===== src/rtl/stump_sequencer_pkg.sv =====
// rtl/stump_sequencer_pkg.sv - shared state codes, opcodes and CC bit positions for the Stump sequencer
package stump_sequencer_pkg;

    typedef enum logic [1:0] {
        ST_FETCH   = 2'b00,
        ST_EXECUTE = 2'b01,
        ST_MEMORY  = 2'b10,
        ST_ILLEGAL = 2'b11
    } state_t;

    localparam logic [2:0] OP_ADD  = 3'b000;
    localparam logic [2:0] OP_ADC  = 3'b001;
    localparam logic [2:0] OP_SUB  = 3'b010;
    localparam logic [2:0] OP_SBC  = 3'b011;
    localparam logic [2:0] OP_AND  = 3'b100;
    localparam logic [2:0] OP_OR   = 3'b101;
    localparam logic [2:0] OP_BCC  = 3'b110;
    localparam logic [2:0] OP_LDST = 3'b111;

    localparam int CC_N = 3;
    localparam int CC_Z = 2;
    localparam int CC_V = 1;
    localparam int CC_C = 0;

endpackage


===== src/rtl/stump_branch_eval.sv =====
// rtl/stump_branch_eval.sv - combinational branch condition evaluation against the condition codes
module stump_branch_eval
    import stump_sequencer_pkg::*;
(
    input  logic [3:0] cond,
    input  logic [3:0] cc,
    output logic       taken
);

    logic w_n, w_z, w_v, w_c;
    logic w_base;

    assign w_n = cc[CC_N];
    assign w_z = cc[CC_Z];
    assign w_v = cc[CC_V];
    assign w_c = cc[CC_C];

    // Conditions come in pairs: the odd code is the complement of the even one.
    always_comb begin
        w_base = 1'b1;
        case (cond[3:1])
            3'd0: w_base = 1'b1;
            3'd1: w_base = ~(w_c | w_z);
            3'd2: w_base = ~w_c;
            3'd3: w_base = ~w_z;
            3'd4: w_base = ~w_v;
            3'd5: w_base = ~w_n;
            3'd6: w_base = ~(w_n ^ w_v);
            3'd7: w_base = ~((w_n ^ w_v) | w_z);
            default: w_base = 1'b1;
        endcase
    end

    assign taken = w_base ^ cond[0];

endmodule


===== src/rtl/stump_sequencer.sv =====
// rtl/stump_sequencer.sv - FETCH/EXECUTE/MEMORY state, IR, CC and retired-instruction counter
module stump_sequencer
    import stump_sequencer_pkg::*;
#(
    parameter int CNT_W = 16
) (
    input  logic             clk,
    input  logic             rst,
    input  logic [15:0]      mem_data,
    input  logic             mem_ready,
    input  logic             cc_en,
    input  logic [3:0]       flags_in,
    output logic [1:0]       state,
    output logic [15:0]      ir,
    output logic [3:0]       cc,
    output logic             branch_taken,
    output logic             retire,
    output logic [CNT_W-1:0] instr_count
);

    state_t           r_state;
    logic [15:0]      r_ir;
    logic [3:0]       r_cc;
    logic [CNT_W-1:0] r_count;

    logic [2:0] w_op;
    logic       w_cond_true;
    logic       w_retire;

    assign w_op = r_ir[15:13];

    stump_branch_eval u_branch_eval (
        .cond  (r_ir[11:8]),
        .cc    (r_cc),
        .taken (w_cond_true)
    );

    assign w_retire = ((r_state == ST_EXECUTE) && (w_op != OP_LDST)) ||
                      ((r_state == ST_MEMORY) && mem_ready);

    always_ff @(posedge clk or posedge rst) begin
        if (rst) begin
            r_state <= ST_FETCH;
            r_ir    <= 16'h0000;
            r_cc    <= 4'b0000;
            r_count <= '0;
        end else begin
            if (w_retire)
                r_count <= r_count + CNT_W'(1);
            case (r_state)
                ST_FETCH: begin
                    if (mem_ready) begin
                        r_ir    <= mem_data;
                        r_state <= ST_EXECUTE;
                    end
                end
                ST_EXECUTE: begin
                    if (cc_en && (w_op != OP_BCC))
                        r_cc <= flags_in;
                    r_state <= (w_op == OP_LDST) ? ST_MEMORY : ST_FETCH;
                end
                ST_MEMORY: begin
                    if (mem_ready)
                        r_state <= ST_FETCH;
                end
                default: r_state <= ST_FETCH;
            endcase
        end
    end

    assign state        = r_state;
    assign ir           = r_ir;
    assign cc           = r_cc;
    assign instr_count  = r_count;
    assign retire       = w_retire;
    assign branch_taken = (r_state == ST_EXECUTE) && (w_op == OP_BCC) && w_cond_true;

endmodule


===== config.mk =====
export PLATFORM = sky130hd
export DESIGN_NAME = stump_sequencer
export DESIGN_NICKNAME = d
export VERILOG_FILES = /design/src/rtl/stump_sequencer_pkg.sv /design/src/rtl/stump_branch_eval.sv /design/src/rtl/stump_sequencer.sv
export SDC_FILE = /design/constraint.sdc
export NUM_CORES = 1
export LEC_CHECK = 0
export ABC_AREA = 1
export CAP_MARGIN = 30
export CORE_MARGIN = 2
export CORE_UTILIZATION = 48
export CTS_CLUSTER_SIZE = 8
export DETAILED_ROUTE_END_ITERATION = 10
export PLACE_DENSITY = 0.85
export SETUP_SLACK_MARGIN = 0.02
export SYNTH_ARGS = -nofsm -noshare
export SYNTH_HDL_FRONTEND = slang
export SYNTH_SLANG_ARGS = --single-unit

===== constraint.sdc =====
create_clock -name clk -period 2.6 [get_ports clk]
set_input_delay 0.26 -clock clk [delete_from_list [all_inputs] [get_ports clk]]
set_output_delay 0.26 -clock clk [all_outputs]
set_load 0.02 [all_outputs]

# [After elaboration in Yosys (flattened, before gate mapping)]
# Index checks and enable logic that the tools add are counted.
[word_totals] n_memories=0 latchBits=0 output_inout_bits=40 romBits=0 elab_cells=47 ram_bits=0 inputBits=24 ff_bits=38
[classes] n_mux=5 bitwise_logic=11 n_mul=0 n_eq_ne=15 n_lt_le_gt_ge=0 div=0 n_reduce_logical=11 shifts=0 n_addsub=1
[ops] op="$eq 3x3->1 const B" n=6
[ops] op="$add 16x1->16 const B" n=1
[ops] op="$pmux 1 s8" n=1
[ops] op="$not 1->1" n=7
[ops] op="$eq 3x2->1 const B" n=2
[ops] op="$mux 2" n=3
[ops] op="$ne 3x3->1 const B" n=2
[ops] op="$pmux 2 s3" n=1
[ops] op="$reduce_and 2->1" n=3
[ops] op="$logic_and 1x1->1" n=5
[ops] op="$ne 2x2->1 const B" n=2
[ops] op="$eq 3x1->1 const B" n=1
[ops] op="$logic_not 3->1" n=1
[ops] op="$eq 2x1->1 const B" n=1
[ops] op="$eq 2x2->1 const B" n=1
[ops] op="$logic_not 2->1" n=1
[ops] op="$or 1x1->1" n=2
[ops] op="$xor 1x1->1" n=2
[ops] op="$logic_or 1x1->1" n=1

# [Longest topological paths before layout]
[logic_depth] ltp_word=6 ltp_mapped=8 ltp_nobuf=8

# [Cells and area by module]
# Synthesis repeated with hierarchy kept, for this count alone.
[hier_totals] cells_unflattened=255 area_unflattened_um2=1945.6
[by_module_without_submodules] mod="stump_sequencer" cells_per_inst=231 area_per_inst_um2=1845.5 seq_area_each_um2=950.9 n_inst=1
[by_module_without_submodules] mod="stump_branch_eval" cells_per_inst=24 area_per_inst_um2=100.1 seq_area_each_um2=0.0 n_inst=1

# [Least setup slack after synthesis]
# OpenSTA, ideal clock, no wires.
[synth_timing] path_type="flip-flop to output port" startpoint="reg r_ir[11] (netlist: ir[11])" endpoint="out branch_taken" arrival_time_ps=1203 required_ps=2340 setup_slack_ps=1137 n_path_buf=0 stages_incl_launch_ff=9 cell_sequence="dfrtp_1 inv_1 nand3_1 nand3_1 nand2_1 nand2_1 nand2_1 nand2_1 nor2_1"
[synth_via] elab_chain_len=4 elab_cells_between_ends=11 classes_between="eq/ne: 7; mux: 1; bitwise: 1; reduce/logical: 2"
[synth_lines] element="from (decl)" line="stump_sequencer.sv:22" source="logic [15:0] r_ir;"
[synth_lines] element="from (signal assigned)" line="stump_sequencer.sv:53" source="r_ir <= mem_data;"
[synth_lines] element="$eq 3x3->1 (tied with other cells)" line="stump_branch_eval.sv:21" source="case (cond[3:1])"
[synth_lines] element="$pmux 1 s8 (*)" line="stump_branch_eval.sv:21"
[synth_lines] element="$xor 1x1->1 (*)" line="stump_branch_eval.sv:34" source="assign taken = w_base ^ cond[0];"
[synth_lines] element="$logic_and 1x1->1 (*)" line="stump_sequencer.sv:76" source="assign branch_taken = (r_state == ST_EXECUTE) && (w_op == OP_BCC) && w_cond_true;"
[synth_lines] element="to (decl)" line="stump_sequencer.sv:16" source="output logic branch_taken,"
# Every way passes the cells marked *; elsewhere a longest branch is shown, timed or not.

# [Worst setup path after layout]
[layout_timing] startpoint="reg r_state[1] (netlist: state[1])" endpoint="out branch_taken"
[layout_via] elab_chain_len=3
[layout_lines] element="from (decl)" line="stump_sequencer.sv:21" source="state_t r_state;"
[layout_lines] element="from (signal assigned)" line="stump_sequencer.sv:60" source="r_state <= (w_op == OP_LDST) ? ST_MEMORY : ST_FETCH;"
[layout_lines] element="$eq 2x1->1" line="stump_sequencer.sv:76"
[layout_lines] element="$logic_and 1x1->1 (2 in series)" line="stump_sequencer.sv:76"
# No other way between the ends.

==> key figures <==
Critical path
  – R2R Path End: ir[0]$_DFFE_PP0P_
  – CP cell instances: nor2_2 -> inv_1 -> nor2_1 -> nand2_1 -> nor2_1 -> clkdlybuf4s50_1
  – Crit path launch: state[1]$_DFFE_PP0P_
  – CP arrival: 1.86 ns
  – Worst Path Required: 2.34 ns
  – Slowest cell delay on critical path: 0.62 ns
  – CP Capture Type: primary output
  – R2R depth: 5
  – Startpoint types: register
  – Crit path max fanout: 5
  – CP Class: reg2out
  – Top cell by count, worst path: nor2_1
  – FF-to-FF setup slack: 1.09 ns
  – Slowest cell on the critical path: clkdlybuf4s50_1
  – RR Startpoint: state[1]$_DFFE_PP0P_

Clock tree
  – Clock buffer depth: 2
  – CTS Root Cell: clkbuf_8
  – Post-CTS Resized: 0
  – Clk_lat worst skew: 0.28 ns
  – Clk slew on worst S/H paths: 0.07 ns
  – CTS tree: yes
  – # H-tree levels: 2
  – CTS sink cnt: 38
  – Total CTS buffers: 5
  – CTS Hold Bufs: 0
  – Setup bufs post-CTS: 0

Power
  – Peak supply drop: 0.5985 mV
  – Leakage: 1.226 nW
  – Pwr dens: 726.4 nW/um2
  – Total power: 1.869 mW

Placed design
  – DP Wirelength: 2.934 mm
  – # port buffers: 63
  – Placed cell count: 329
  – Routability cong.: 0.8380

Global route
  – GRT Util Overall: 20.97%
  – Initial antenna violation count: 0
  – First-pass GRT wire length: 6.920 mm
  – Remaining global-route overflow: 0
  – Vias in the first global route: 1571
  – Largest net degree at the start of global routing: 39

Timing
  – Max Clk Rate: 472.6 MHz
  – Least-Margin Pin Slew: 0.5417 ns
  – Crit share post-route: 81.38%
  – Hold Violations, Final: 0
  – Hold Slack: 0.3869 ns
  – Slew Limit Headroom: 63.80%
  – Clk_skew: 0.008711 ns
  – RSZ-0062 raised after global routing: no
  – Setup TNS: 0 ns
  – Slew Viols, Final: 0
  – Tmin final: 2.116 ns
  – Final setup vio count: 0

Floorplanning
  – Die span in y: 65.61 um
  – # rows: 22
  – Initial Utilization: 49.76%
  – Die W: 65.61 um
  – Die area: 4304 um2
  – # IOs: 64
  – Core box area: 3661 um2

Synthesis
  – Ys Warns: 0
  – #FFs+latches synth: 38
  – Syn Area/Cell: 8.281 um2
  – Syn Nets: 245
  – Yosys cell types: 27
  – Post-Syn Instances: 220
  – Post-synthesis instance area: 1822 um2
  – Synth top area cells: dfrtp_1 (52%), nand2_1 (18%), inv_1 (3.7%), nor2_1 (3.5%), nand3_1 (3.0%)
  – Seq/Total Area, Yosys: 52.20%
  – Area leader, netlist: dfrtp_1
  – Yosys top cell area share: 52.20%

Finish
  – FILL cells: 310
  – Register area: 950.9 um2
  – Nets: 313
  – Post-Layout Cell Count: 336
  – Ant diodes: 0
  – Commonest non-fill, non-tap cells in the layout: nand2_1 (89), clkdlybuf4s50_1 (63), dfrtp_1 (38)
  – Layout area overhead: 41.21%
  – Commonest non-fill, non-tap cell in the layout: nand2_1
  – Util after Layout: 70.27%
  – Multi-input logic area: 772.0 um2
  – Share of cells above drive strength 1: 6.944%

Job
  – Max-cap violations: 0

Routing
  – Pre-Repair DR Iteration Count: 4
  – Via Count: 1598
  – Drt drc: 0
  – Total routed wirelength: 3.922 mm
  – Vias per inst: 4.756
  – Post-route ant nets: 0
  – Drt initial violations: 126
  – Average wire per standard cell: 11.67 um

Min path
  – Hold Path Class: in2async

Status
  – Run status: finished clean
==> area by class of cell <==
type                    instances  area share, %
flip-flops and latches         38          36.96
multi-input cells             159          30.01
repair buffers                 64          24.81
clock buffers                   7          2.967
inverters                      20          2.918
well taps                      48          2.335
==> worst max-delay path: cells and delay by family (launching register included) <==
kind	cells	cell delay [ns]
flip-flops	1	0.44
buffers and inverters	2	0.70
AND/OR/NAND/NOR	4	0.45
==> per-layer routing <==
| layer | up-vias | wire (um) | track usage, % |
|---|---|---|---|
| met5 | - | 0 | 0 |
| met4 | 0 | 63 | 6.771 |
| met3 | 6 | 207 | 6.507 |
| met2 | 46 | 1801 | 34.06 |
| met1 | 731 | 1849 | 26.70 |
| li1 | 815 | - | - |
==> metrics by stage <==
stage	area, um2	setup WS, ns
3_5_place_dp	2496	0.5944
3_3_place_gp	2496	0.5962
4_1_cts	2572	0.4655
2_1_floorplan	1822	1.137
5_1_grt	2572	0.2956
6_report	2572	0.4840
==> worst max path at each step <==
stage,end,cells after the start,slack (ns)
finish,branch_taken,6,0.48
detailed placement,retire,4,0.59
global placement,retire,4,0.60
floorplan,branch_taken,8,1.14
global route,branch_taken,9,0.30
CTS,branch_taken,7,0.47
==> registers in the layout, indices dropped and copies added, names as in the netlist <==
| signal | count |
|---|---|
| state | 2 |
| instr_count | 16 |
| cc | 4 |
| ir | 16 |
==> synthesized netlist by cell type, drive strengths merged <==
master and instances:
nand3b 3, and2 1, nor2 21, o21ai 4, nand3 13, a21oi 3
inv 20, nor3 3, o22ai 1, xnor2 5, nand2 93, dfrtp 38
buf 3, nand4 3, ha 1, a22oi 1, xor2 6, o21bai 1
==> logic make-up after synthesis <==
| logic type | count (synthesis) | share of synthesized area (%) |
|---|---|---|
| compound gates | 10 | 3.091 |
| xor+xnor | 11 | 5.288 |
| fa+ha+maj | 1 | 0.6867 |
| buf+inv | 23 | 5.426 |
| flops | 38 | 52.20 |
| simple gates | 137 | 33.31 |
==> where the power goes <==
part           leakage [nW]  total [mW]  internal [mW]  switching (mW)
combinational         0.715       0.672          0.315           0.357
clock                0.0383       0.370          0.184           0.186
sequential            0.473       0.826          0.701           0.125
total                  1.23        1.87           1.20           0.668
No activity file was read; power rests on OpenSTA's default activity.
==> variant 1, RTL diff (config.mk and constraints unchanged) <==
`CNT_W`: 16 -> 12.
--- a/src/rtl/stump_sequencer.sv
+++ b/src/rtl/stump_sequencer.sv
@@ -2,7 +2,7 @@
 module stump_sequencer
     import stump_sequencer_pkg::*;
 #(
-    parameter int CNT_W = 16
+    parameter int CNT_W = 12
 ) (
     input  logic             clk,
     input  logic             rst,
Ports: changed (resized instr_count); port bits go from 64 to 60. No check against the original RTL was run, so the function may have changed too.
==> variant 1 against the original RTL <==
Final area decreased by 11%; wire length decreased by 8.4%; final cell count decreased by 9.5%; worst setup slack got worse by 0.13 ns; synthesized cell count decreased by 11%; total power increased by 5.6%; critical endpoint unchanged; sequential cell count decreased by 4; synthesized area decreased by 12%.
==> variant 1: results (changes against the original RTL) <==
layout cells sized above 1=6.15% (-0.79 points); status=complete, no violations; final wirelength=3590 um (-8.4%); Filler cells=248 (-20%); GPL Wtd Cong=0.789 (-5.8%); post-DP HPWL=2600 um (-11%); Reg clk slew, reported paths=0.09 ns (+0.02 ns); Nets=284 (-9.3%); Port Buffers=59 (-6.3%); total power=1.97 mW (+5.6%); number of DRC markers in iteration 0=71 (-44%); CP Launch Point=ir[11]$_DFFE_PP0P_; RR Endpoint=ir[11]$_DFFE_PP0P_; pin count of the biggest net entering global routing=35 (-10%); number of global-route vias before repair=1341 (-15%); xor/xnor share of the synthesized area=4.38% (-0.91 points); Comb group=0.803 mW (+19%); worst clock skew=0.0101 ns (+0.00139 ns); Worst Reg-to-Reg Cells=4 (-1); sequential area share after synthesis=53.2% (+1.0 points); insertion delay to the later sink of the worst-skew pair=0.34 ns (+0.06 ns); first-pass GRT wire length=5640 um (-18%); Internal=1.23 mW (+2.7%); top cells by count, synth=79 x nand2_1, 34 x dfrtp_1, 17 x nor2_1, 16 x inv_1, 13 x nand3_1; DP Cell Count=296 (-10%); clock root cell=clkbuf_4; Placed Area=2220 sq um (-11%); dpl ws=0.597 ns (+0.00282 ns); VDD IR max=0.400 mV (-33%); register share of total power=40.5% (-3.7 points); worst hold slack=0.309 ns (-0.0774 ns); GR Util All Layers=20.7% (-0.25 points); via/cell ratio=4.80 (+0.84%); final setup margin=0.352 ns (-0.132 ns); compound-cell area share of the yosys netlist=4.15% (+1.1 points); setup slack, reg-to-reg=1.25 ns (+0.16 ns); Worst Path Arrival=1.99 ns (+0.13 ns); cells after synthesis=195 (-11%); Area contributors post-synth=dfrtp_1 53%, nand2_1 19%, nand3_1 4.1%; synth unique cells=24 (-11%)
variant 1: cell type report:
| cell class | count | area [sq um] | share of cell area (%) |
|---|---|---|---|
| Sequential cell | 34 | 851 | 37.1 |
| Multi-Input combinational cell | 138 | 641 | 27.9 |
| Timing Repair Buffer | 60 | 598 | 26.1 |
| Inverter | 20 | 75.1 | 3.27 |
| Tap cell | 44 | 55.1 | 2.40 |
| Clock buffer | 7 | 45.0 | 1.96 |
| Clock inverter | 1 | 30.0 | 1.31 |
variant 1: layer usage:
layer / global-route usage, % / routed length, um / up-vias
li1: - / - / 728
met1: 24.0 / 1530 / 679
met2: 34.7 / 1780 / 45
met3: 7.25 / 220 / 6
met4: 9.12 / 62 / 0
met5: 0 / 0 / -
variant 1: critical path, cell delays in order (launching register included):
cell	delay [ns]
dfrtp_1	0.42
inv_1	0.09
a22oi_1	0.18
nand2_1	0.10
nand2_1	0.10
nor2_1	0.04
nor2_1	0.11
clkdlybuf4s50_1	0.61
==> variant 2, RTL diff (same flow settings) <==
Made on the original files. Reset style: synchronous (`rst`), changed in one clocked block.
--- a/src/rtl/stump_sequencer.sv
+++ b/src/rtl/stump_sequencer.sv
@@ -38,7 +38,7 @@
     assign w_retire = ((r_state == ST_EXECUTE) && (w_op != OP_LDST)) ||
                       ((r_state == ST_MEMORY) && mem_ready);
 
-    always_ff @(posedge clk or posedge rst) begin
+    always_ff @(posedge clk) begin
         if (rst) begin
             r_state <= ST_FETCH;
             r_ir    <= 16'h0000;
Check against the original RTL: differs if rst is asserted again (counterexample within 4 cycles, from zero or initial values and one cycle with rst high); with rst held inactive, the same outputs for 10 cycles.
==> variant 2 against the original RTL <==
Sequential cell count unchanged; final cell count grew 5.7%; final area fell by 5.2%; synthesized cell count is 10% higher; wire length increased by 0.18%; clock skew increased by 0.0034 ns; die area shrank 5.7%; global-route usage is 0.56 points higher; worst setup slack lost 0.15 ns; synthesized area down 6.0%; register-to-register slack improved by 0.09 ns.
Power is not compared: it rests on default switching activity, and its combinational part moved more than twofold at a synthesized area within 25%.
==> variant 2: results (changes against the original RTL) <==
GPL Wtd Cong=0.845 (+0.78%); first-pass GRT wire length=6910 um (-0.20%); Nets=333 (+6.4%); top cells by count, synth=57 x nor2_1, 38 x dfxtp_1, 31 x o21ai_0, 30 x nand2_1, 25 x inv_1; worst clock skew=0.0121 ns (+0.00344 ns); number of global-route vias before repair=1618 (+3.0%); Mean Syn Cell Area=7.04 sq um (-15%); CP max stage delay=0.60 ns (-0.02 ns); status=complete, no violations; Global Route met2 Usage=34.9% (+0.81 points); #MultiIn Comb=171 (+7.5%); Seq cells=38 (unchanged); clk_buf instances=6 (-1); layout cells sized above 1=6.47% (-0.47 points); Worst Path Arrival=2.01 ns (+0.15 ns); number of DRC markers in iteration 0=134 (+6.3%); final wirelength=3930 um (+0.18%); pin count of the biggest net entering global routing=24 (-38%); Placed Area=2380 sq um (-4.8%); Post-Syn Nets=268 (+9.4%); ClkCell Share=2.62% (-0.35 points); clock root cell=clkbuf_4; buffer share of cell area=26.5% (+1.7 points); sequential area share after synthesis=44.4% (-7.8 points); bufs w/o clock=65 (+1.6%)
==> variant 2: cell types whose count changed in the layout (fill, tap and decap cells not counted), sizes merged, moves of 2 or more <==
cell | unedited run | this run
nor2 | 21 | 60
o21ai | 4 | 33
nand4 | 3 | 5
dfxtp | 0 | 38
a21oi | 3 | 15
clkinv | 0 | 2
dfrtp | 38 | 0
xor2 | 6 | 0
nand2 | 93 | 34
inv | 20 | 26
xnor2 | 5 | 0
==> variant 2: logic make-up (layout without fill, tap and decap cells) <==
group                    Yosys count  after routing  share of synthesized area [%]
AND/OR/NAND/NOR                  118            118                           30.8
adder cells (fa/ha/maj)            1              1                          0.731
buffers and inverters             34            100                           8.19
flip-flops                        38             38                           44.4
AO/OA/AOI/OAI                     52             52                           15.9
==> variant 2: path summary, 6_finish.rpt <==
path                                                  start                            to  slack, ns  cells after the start
worst min-delay path            instr_count[4]$_SDFFE_PP0P_   instr_count[4]$_SDFFE_PP0P_       0.47                      2
worst max-delay path                    ir[11]$_SDFFE_PP0P_                  branch_taken       0.33                      9
worst min register to register  instr_count[4]$_SDFFE_PP0P_   instr_count[4]$_SDFFE_PP0P_       0.47                      2
worst max register to register  instr_count[0]$_SDFFE_PP0P_  instr_count[14]$_SDFFE_PP0P_       1.18                      8
==> variant 2: power by group through the flow <==
stage	logic (mW)	clock network, mW	registers [mW]
6_report	0.205	0.336	0.629
5_1_grt	0.226	0.366	0.634
4_1_cts	0.207	0.343	0.629
3_5_place_dp	0.206	0	0.643
3_3_place_gp	0.203	0	0.641
2_1_floorplan	0.0725	0	0.673
==> variant 2: stage by stage <==
stage / power, mW / util [%]
final: 1.17 / 72.0
after floorplan: 0.746 / -
after detailed placement: 0.849 / 70.1
after global placement: 0.844 / 70.1
after global routing: 1.23 / 72.0
after CTS: 1.18 / 72.0
